[config.mk]
export PLATFORM = sky130hd
export DESIGN_NAME = spgd_dither_sequencer
export DESIGN_NICKNAME = d
export VERILOG_FILES = /design/src/rtl/spgd_dither_sequencer.sv
export SDC_FILE = /design/constraint.sdc
export NUM_CORES = 1
export LEC_CHECK = 0
export CAP_MARGIN = 20
export CORE_UTILIZATION = 35
export DETAILED_ROUTE_END_ITERATION = 12
export PLACE_DENSITY_LB_ADDON = 0.05
export SLEW_MARGIN = 30
export SYNTH_ARGS = -nofsm -noshare
export SYNTH_HDL_FRONTEND = slang
export SYNTH_SLANG_ARGS = --single-unit
[constraint.sdc]
create_clock -name CLK -period 11.6 [get_ports CLK]
set_clock_uncertainty 0.2 [all_clocks]
set_input_delay 2.9 -clock CLK [delete_from_list [all_inputs] [get_ports CLK]]
set_output_delay 2.9 -clock CLK [all_outputs]
set_load 0.03 [all_outputs]
[src/rtl/spgd_dither_sequencer.sv]
//------------------------------------------------------------------------------
// spgd_dither_sequencer
//   Applies +delta then -delta through DAC_SEL, settles, accumulates metric
//   samples per polarity and reports J+, J- and dJ for the SPGD update.
// Revision: 1.0
//------------------------------------------------------------------------------
`default_nettype none

module spgd_dither_sequencer #(
    parameter int ADC_WIDTH     = 14,
    parameter int SETTLE_CYCLES = 16,
    parameter int AVG_LOG2      = 4,
    parameter int CNT_WIDTH     = 16
) (
    input  logic                            CLK,
    input  logic                            RST,
    input  logic                            ENABLE,
    input  logic                            START,
    input  logic [ADC_WIDTH-1:0]            ADC_DATA,
    input  logic                            ADC_VALID,
    output logic [1:0]                      DAC_SEL,
    output logic                            BUSY,
    output logic [ADC_WIDTH+AVG_LOG2-1:0]   J_PLUS,
    output logic [ADC_WIDTH+AVG_LOG2-1:0]   J_MINUS,
    output logic [ADC_WIDTH+AVG_LOG2:0]     DJ,
    output logic                            DJ_VALID
);

    localparam int SUM_W = ADC_WIDTH + AVG_LOG2;
    localparam logic [CNT_WIDTH-1:0] SETTLE_LAST = CNT_WIDTH'(SETTLE_CYCLES - 1);
    localparam logic [CNT_WIDTH-1:0] SAMPLE_LAST = CNT_WIDTH'((1 << AVG_LOG2) - 1);

    localparam logic [2:0] S_IDLE  = 3'd0;
    localparam logic [2:0] S_SET_P = 3'd1;
    localparam logic [2:0] S_ACC_P = 3'd2;
    localparam logic [2:0] S_SET_M = 3'd3;
    localparam logic [2:0] S_ACC_M = 3'd4;
    localparam logic [2:0] S_DONE  = 3'd5;

    logic [2:0]           state_q, state_d;
    logic [CNT_WIDTH-1:0] cnt_q, cnt_d;
    logic [SUM_W-1:0]     acc_q, acc_d;
    logic [SUM_W-1:0]     jp_hold_q, jp_hold_d;
    logic [SUM_W-1:0]     jplus_q, jplus_d;
    logic [SUM_W-1:0]     jminus_q, jminus_d;
    logic [SUM_W:0]       dj_q, dj_d;
    logic [1:0]           dac_sel_q, dac_sel_d;
    logic                 busy_q, busy_d;
    logic                 dj_valid_q, dj_valid_d;
    logic [SUM_W-1:0]     sample_ext;
    logic [SUM_W-1:0]     acc_next;

    assign sample_ext = {{AVG_LOG2{ADC_DATA[ADC_WIDTH-1]}}, ADC_DATA};
    assign acc_next   = acc_q + sample_ext;

    always_ff @(posedge CLK or posedge RST) begin
        if (RST) state_q <= S_IDLE;
        else     state_q <= state_d;
    end

    always_comb begin
        state_d = state_q;
        if (!ENABLE) begin
            state_d = S_IDLE;
        end else begin
            case (state_q)
                S_IDLE:  if (START) state_d = S_SET_P;
                S_SET_P: if (cnt_q == SETTLE_LAST) state_d = S_ACC_P;
                S_ACC_P: if (ADC_VALID && cnt_q == SAMPLE_LAST) state_d = S_SET_M;
                S_SET_M: if (cnt_q == SETTLE_LAST) state_d = S_ACC_M;
                S_ACC_M: if (ADC_VALID && cnt_q == SAMPLE_LAST) state_d = S_DONE;
                S_DONE:  state_d = S_IDLE;
                default: state_d = S_IDLE;
            endcase
        end
    end

    // Outputs are registered, so they are decoded from the upcoming state.
    always_comb begin
        dac_sel_d  = 2'b00;
        case (state_d)
            S_IDLE:           dac_sel_d = ENABLE ? 2'b11 : 2'b00;
            S_SET_P, S_ACC_P: dac_sel_d = 2'b01;
            S_SET_M, S_ACC_M: dac_sel_d = 2'b10;
            S_DONE:           dac_sel_d = 2'b11;
            default:          dac_sel_d = 2'b00;
        endcase
        busy_d     = (state_d != S_IDLE);
        dj_valid_d = (state_d == S_DONE);
    end

    always_comb begin
        cnt_d     = cnt_q;
        acc_d     = acc_q;
        jp_hold_d = jp_hold_q;
        jplus_d   = jplus_q;
        jminus_d  = jminus_q;
        dj_d      = dj_q;
        case (state_q)
            S_SET_P, S_SET_M: begin
                cnt_d = cnt_q + 1'b1;
                if (state_d != state_q) begin
                    cnt_d = '0;
                    acc_d = '0;
                end
            end
            S_ACC_P, S_ACC_M: begin
                if (ADC_VALID) begin
                    acc_d = acc_next;
                    cnt_d = cnt_q + 1'b1;
                end
                if (state_d == S_SET_M) begin
                    cnt_d     = '0;
                    jp_hold_d = acc_next;
                end
                if (state_d == S_DONE) begin
                    jplus_d  = jp_hold_q;
                    jminus_d = acc_next;
                    dj_d     = {jp_hold_q[SUM_W-1], jp_hold_q} - {acc_next[SUM_W-1], acc_next};
                end
            end
            default: begin
                cnt_d = '0;
                acc_d = '0;
            end
        endcase
    end

    always_ff @(posedge CLK or posedge RST) begin
        if (RST) begin
            cnt_q      <= '0;
            acc_q      <= '0;
            jp_hold_q  <= '0;
            jplus_q    <= '0;
            jminus_q   <= '0;
            dj_q       <= '0;
            dac_sel_q  <= 2'b00;
            busy_q     <= 1'b0;
            dj_valid_q <= 1'b0;
        end else begin
            cnt_q      <= cnt_d;
            acc_q      <= acc_d;
            jp_hold_q  <= jp_hold_d;
            jplus_q    <= jplus_d;
            jminus_q   <= jminus_d;
            dj_q       <= dj_d;
            dac_sel_q  <= dac_sel_d;
            busy_q     <= busy_d;
            dj_valid_q <= dj_valid_d;
        end
    end

    assign DAC_SEL  = dac_sel_q;
    assign BUSY     = busy_q;
    assign J_PLUS   = jplus_q;
    assign J_MINUS  = jminus_q;
    assign DJ       = dj_q;
    assign DJ_VALID = dj_valid_q;

endmodule

`default_nettype wire

Word-level counts from Yosys, hierarchy flattened
Cells that the tools add are included.
{ "op_classes": {"n_reduce_logical": 11, "muxes": 16, "add_sub_neg": 3, "n_eq_ne": 14} }
{ "op_table": {"columns": ["cell", "n"], "rows": [
  ["16-bit two-way mux", 3],
  ["18-bit two-way mux", 2],
  ["18-bit one-hot mux with 2 select lines", 1],
  ["16-bit one-hot mux with 2 select lines", 1],
  ["18-bit by 18-bit subtractor with 19-bit output", 1],
  ["18-bit adder", 1],
  ["3-bit two-way mux", 6],
  ["16-bit by 1-bit adder with 16-bit output, second input constant", 1],
  ["16-bit by 4-bit == test with 1-bit output, second input constant", 1],
  ["3-bit one-hot mux with 5 select lines", 1],
  ["3-bit by 2-bit == test with 1-bit output, second input constant", 4],
  ["3-bit == test, second input constant", 3],
  ["2-bit one-hot mux with 4 select lines", 1],
  ["2-bit OR reduction", 4],
  ["3-bit by 1-bit == test with 1-bit output, second input constant", 2],
  ["3-bit logical NOT", 2],
  ["2-bit AND reduction", 3],
  ["2-bit inequality test, second input constant", 2],
  ["3-bit inequality test", 1],
  ["3-bit inequality test, second input constant", 1],
  ["3-bit nonzero test", 1],
  ["2-bit two-way mux", 1],
  ["1-bit logical AND", 1]
]} }
{ "word_totals": {"reg_bits": 114, "out_inout_bits": 59} }

Depth between registers and ports, before layout
{ "logic_depth": {"ltp_word": 8, "mapped_depth": 17, "mapped_depth_nobuf": 17} }

Worst setup path before layout
No wires, ideal clock.
{ "synth_timing": {"path_type": "input port to flip-flop", "from": "in ADC_DATA[5]", "to": "reg dj_q[16], in the netlist DJ[16]", "n_path_buf": 0, "setup_slack_ns": 5.123, "stages": 16, "arrival_time_ns": 6.147, "setup_ns": 0.130, "path_cell_list": "ha_1 -> a21o_2 -> a211oi_2 -> nand2_1 -> xnor2_1 -> ha_1 -> or2_2 -> a21oi_1 -> a21oi_1 -> maj3_2 -> a211o_1 -> o211ai_2 -> a22oi_2 -> a21bo_1 -> xnor2_1 -> o21ai_1"} }
{ "synth_via": {"elab_chain_len": 2} }
{ "synth_lines": {"columns": ["element", "line_no", "rtl"], "rows": [
  ["start: declaration", "19", "input logic [ADC_WIDTH-1:0] ADC_DATA,"],
  ["18-bit adder", "54", "assign acc_next = acc_q + sample_ext;"],
  ["18-bit by 18-bit subtractor with 19-bit output", "119", "dj_d = {jp_hold_q[SUM_W-1], jp_hold_q} - {acc_next[SUM_W-1], acc_next};"],
  ["end signal: assignment", "146", "dj_q <= dj_d;"],
  ["end: declaration", "46", "logic [SUM_W:0] dj_q, dj_d;"]
]} }
Every way passes these cells.
A chain may end at the register's enable or synchronous reset.

Final worst setup path
{ "layout_timing": {"from": "in ADC_DATA[0]", "to": "reg dj_q[16], in the netlist DJ[16]"} }
Same word-level chain as after synthesis.

==> metrics.md <==
| Metric | Value |
|---|---|
| Vias in the first global route | roughly 4900 |
| Core Rows | 48 |
| Synthesized area per cell | roughly 9.4 um^2 |
| Clock tree root driver cell | clkbuf_16 |
| CP endpoint kind | flop |
| Placeable Area | around 17000 um^2 |
| H-Tree Depth | 4 |
| Cell variety after synth | 73 |
| Clock tree sinks | around 110 |
| Port Buffer Count | 77 |
| Slew Limit Fails | 0 |
| WL per Instance | between 15 and 20 um |
| CTS tree | yes |
| Starting DRC count in detailed routing | around 310 |
| Hold/Removal Path Class | reg -> reg |
| Req. time, crit path | about 12 ns |
| Inserted Clock Buffers | 17 |
| Slowest CP cell | fa_1 |
| Cells after synthesis | 663 |
| Final Hold Fails | 0 |
| Post-CTS setup buffers | 0 |
| Initial antenna violation count | 0 |
| Die area | ~18000 um^2 |
| Hold slack | 0.269 ns |
| Ports | 78 |
| Via/cell ratio | between 5 and 6 |
| Finish-stage setup viols | 0 |
| # nets final | between 700 and 800 |
| Die H | between 100 and 150 um |
| FF+latch count, synth | around 110 |
| First-pass GRT wire length | between 20000 and 30000 um |
| Crit Path Class | in -> reg |
| Post-placement setup slack | 4.19 ns |
| Hold Buf Count CTS | 0 |
| RSZ-0062 raised after global routing | false |
| Synth Net Count | approximately 700 |
| Final GP Congestion | between 0.8 and 0.9 |
| Dominant synthesized flop cell | dfrtp_1 |
| Status | finished clean |
| Max incr delay on CP | 0.42 ns |
| Die X | approximately 140 um |
| Area contributors post-synth | dfrtp_1, nand2_1, ha_1 |
| Critical-path cell list | clkdlybuf4s50_1 > ha_1 > fa_1 > a21oi_1 > o21bai_1 > xnor2_1 > ha_1 > o21ai_0 > a21oi_1 > o31ai_1 > a21oi_1 > maj3_2 > a211o_1 > o211ai_2 > a22oi_2 > a21bo_1 > xnor2_1 > o21ai_1 |
| GRT Overall Usage | 0.179 |
| Most used cell, CP | a21oi_1 |
| Register area share after synthesis | 0.458 |
| Total Wirelength | roughly 15000 um |
| Setup WS post-layout | 4.63 ns |
| Startpoint Class | input port |
| Worst VDD drop | between 0.00009 and 0.0001 V |
| Synthesis Warnings | 0 |
| Largest net degree at the start of global routing | 91 |
| Tcrit/Tclk final | 0.601 |
| CP max FO | 4 |
| Starting Density | 0.359 |
| Post-CTS sizing | 0 |
| Yosys top cell by area | dfrtp_1 |
| Design area | slightly below 8000 um^2 |
| Synth Cell Area | 6220 um^2 |
| Clk buf depth | 2 |
| EDFF count, synth | 0 |
| Post-Layout Cell Count | 973 |
| Routed vias | about 4900 |
| Worst slew pin tran | around 0.85 ns |
| DRC | 0 |
| Clock slew at reported path FFs | 0.05 ns |
| Total negative slack | 0 ns |
| Yosys top cell area share | 0.458 |
| P_leak | 3.49 nW |
| CP arrival | 7.03 ns |
| Hpwl dp | about 11000 um |
| Final ANT Viol Nets | 0 |
| Clock period minus worst slack | 6.97 ns |
| Global route total overflow | 0 |
| Synth async-reset ratio | 1.00 |
| Power Dens Cells | 130 nW/um^2 |
| Worst-skew pair later-pin latency | 0.41 ns |
| 1st-pass router iterations | 4 |
| Placed cell area | just over 7000 um^2 |
| Slew HR | 0.434 |
| Proportion of layout cells with a drive suffix above 1 | 0.0869 |
| N_diodes | 0 |
| Dpl cells | 943 |
| Most frequent cells in the layout | nand2_1, dfrtp_1, clkdlybuf4s50_1 |
| Synthesis-to-finish area growth | 24.9% |
| Most common cell after layout, fill and taps aside | nand2_1 |
| Fmax | about 0.14 GHz |
| Max-cap violations | 0 |
==> stage by stage <==
step	total power [mW]	utilization
after detailed placement	0.516	0.415
final	1.01	0.448
after global routing	1.05	0.448
after global placement	0.515	0.415
after floorplan	0.486	-
after CTS	1.02	0.448
==> cells by family (layout without fill, tap and decap cells) <==
| logic type | Yosys count | in the layout | share of synthesized area |
|---|---|---|---|
| simple gates | 260 | 260 | 0.191 |
| compound gates | 167 | 167 | 0.182 |
| flops | 114 | 114 | 0.458 |
| xor+xnor | 43 | 43 | 0.0659 |
| buf+inv | 41 | 126 | 0.0263 |
| fa+ha+maj | 34 | 34 | 0.0702 |
| mux | 4 | 4 | 0.00643 |
==> per-layer routing <==
| layer | global-route usage | wire (um) | vias up |
|---|---|---|---|
| met4 | 0.0668 | 267 | 0 |
| met5 | 0 | 0 | - |
| met3 | 0.0374 | 378 | 21 |
| met2 | 0.291 | 7220 | 68 |
| li1 | - | - | 2458 |
| met1 | 0.233 | 7160 | 2379 |
==> final cells by class <==
| class | instances | area [um^2] |
|---|---|---|
| fill | 1693 | 9580 |
| multi-input combinational | 508 | 3210 |
| sequential | 114 | 2850 |
| timing repair buffer | 81 | 805 |
| clock buffer | 24 | 482 |
| tap | 225 | 282 |
| clock inverter | 6 | 80.1 |
| inverter | 15 | 58.8 |
==> Yosys cell counts (all sizes together), types with 3 or more instances <==
cell type,instances
nand2,151
dfrtp,114
o21ai,67
nor2,32
ha,29
a21oi,26
clkbuf,23
o31ai,23
xor2,23
xnor2,20
inv,15
nand3,10
nor3,9
and3,8
nand2b,8
o21a,8
a21o,7
and2,7
o211ai,7
nor2b,6
or3,6
a211o,5
or2,5
mux2i,4
nand4,4
a211oi,3
a21boi,3
and4,3
buf,3
maj3,3
nor4,3
==> worst max-delay path, delay by kind of cell <==
kind / cells / cell delay [ns]
buffers and inverters: 1 / 0.41
AO/OA/AOI/OAI: 11 / 1.86
XOR/XNOR: 2 / 0.48
adder cells (fa/ha/maj): 4 / 1.36
==> report_power, final <==
| part | internal, mW | switching (mW) |
|---|---|---|
| Combinational | 0.0401 | 0.0569 |
| Clock | 0.329 | 0.172 |
| Sequential | 0.404 | 0.00709 |
==> sequential cells by signal, summed over array words and instances (netlist names), 2 cells and up <==
name / count
DAC_SEL: 2
DJ: 19
J_MINUS: 18
J_PLUS: 18
acc_q: 18
cnt_q: 16
jp_hold_q: 18
state_q: 3
==> final timing paths <==
check | start | to | slack, ns | cells after the start
max | ADC_DATA[0] | DJ[16] | 4.63 | 18
min | J_PLUS[2] | J_PLUS[2] | 0.27 | 2
max reg2reg | acc_q[0] | DJ[16] | 7.17 | 17
min reg2reg | J_PLUS[2] | J_PLUS[2] | 0.27 | 2
max in group asynchronous | RST | J_PLUS[4] | 7.44 | 3
min in group asynchronous | RST | J_PLUS[17] | 2.70 | 2
Note: power is estimated with default switching activity, not from simulation.
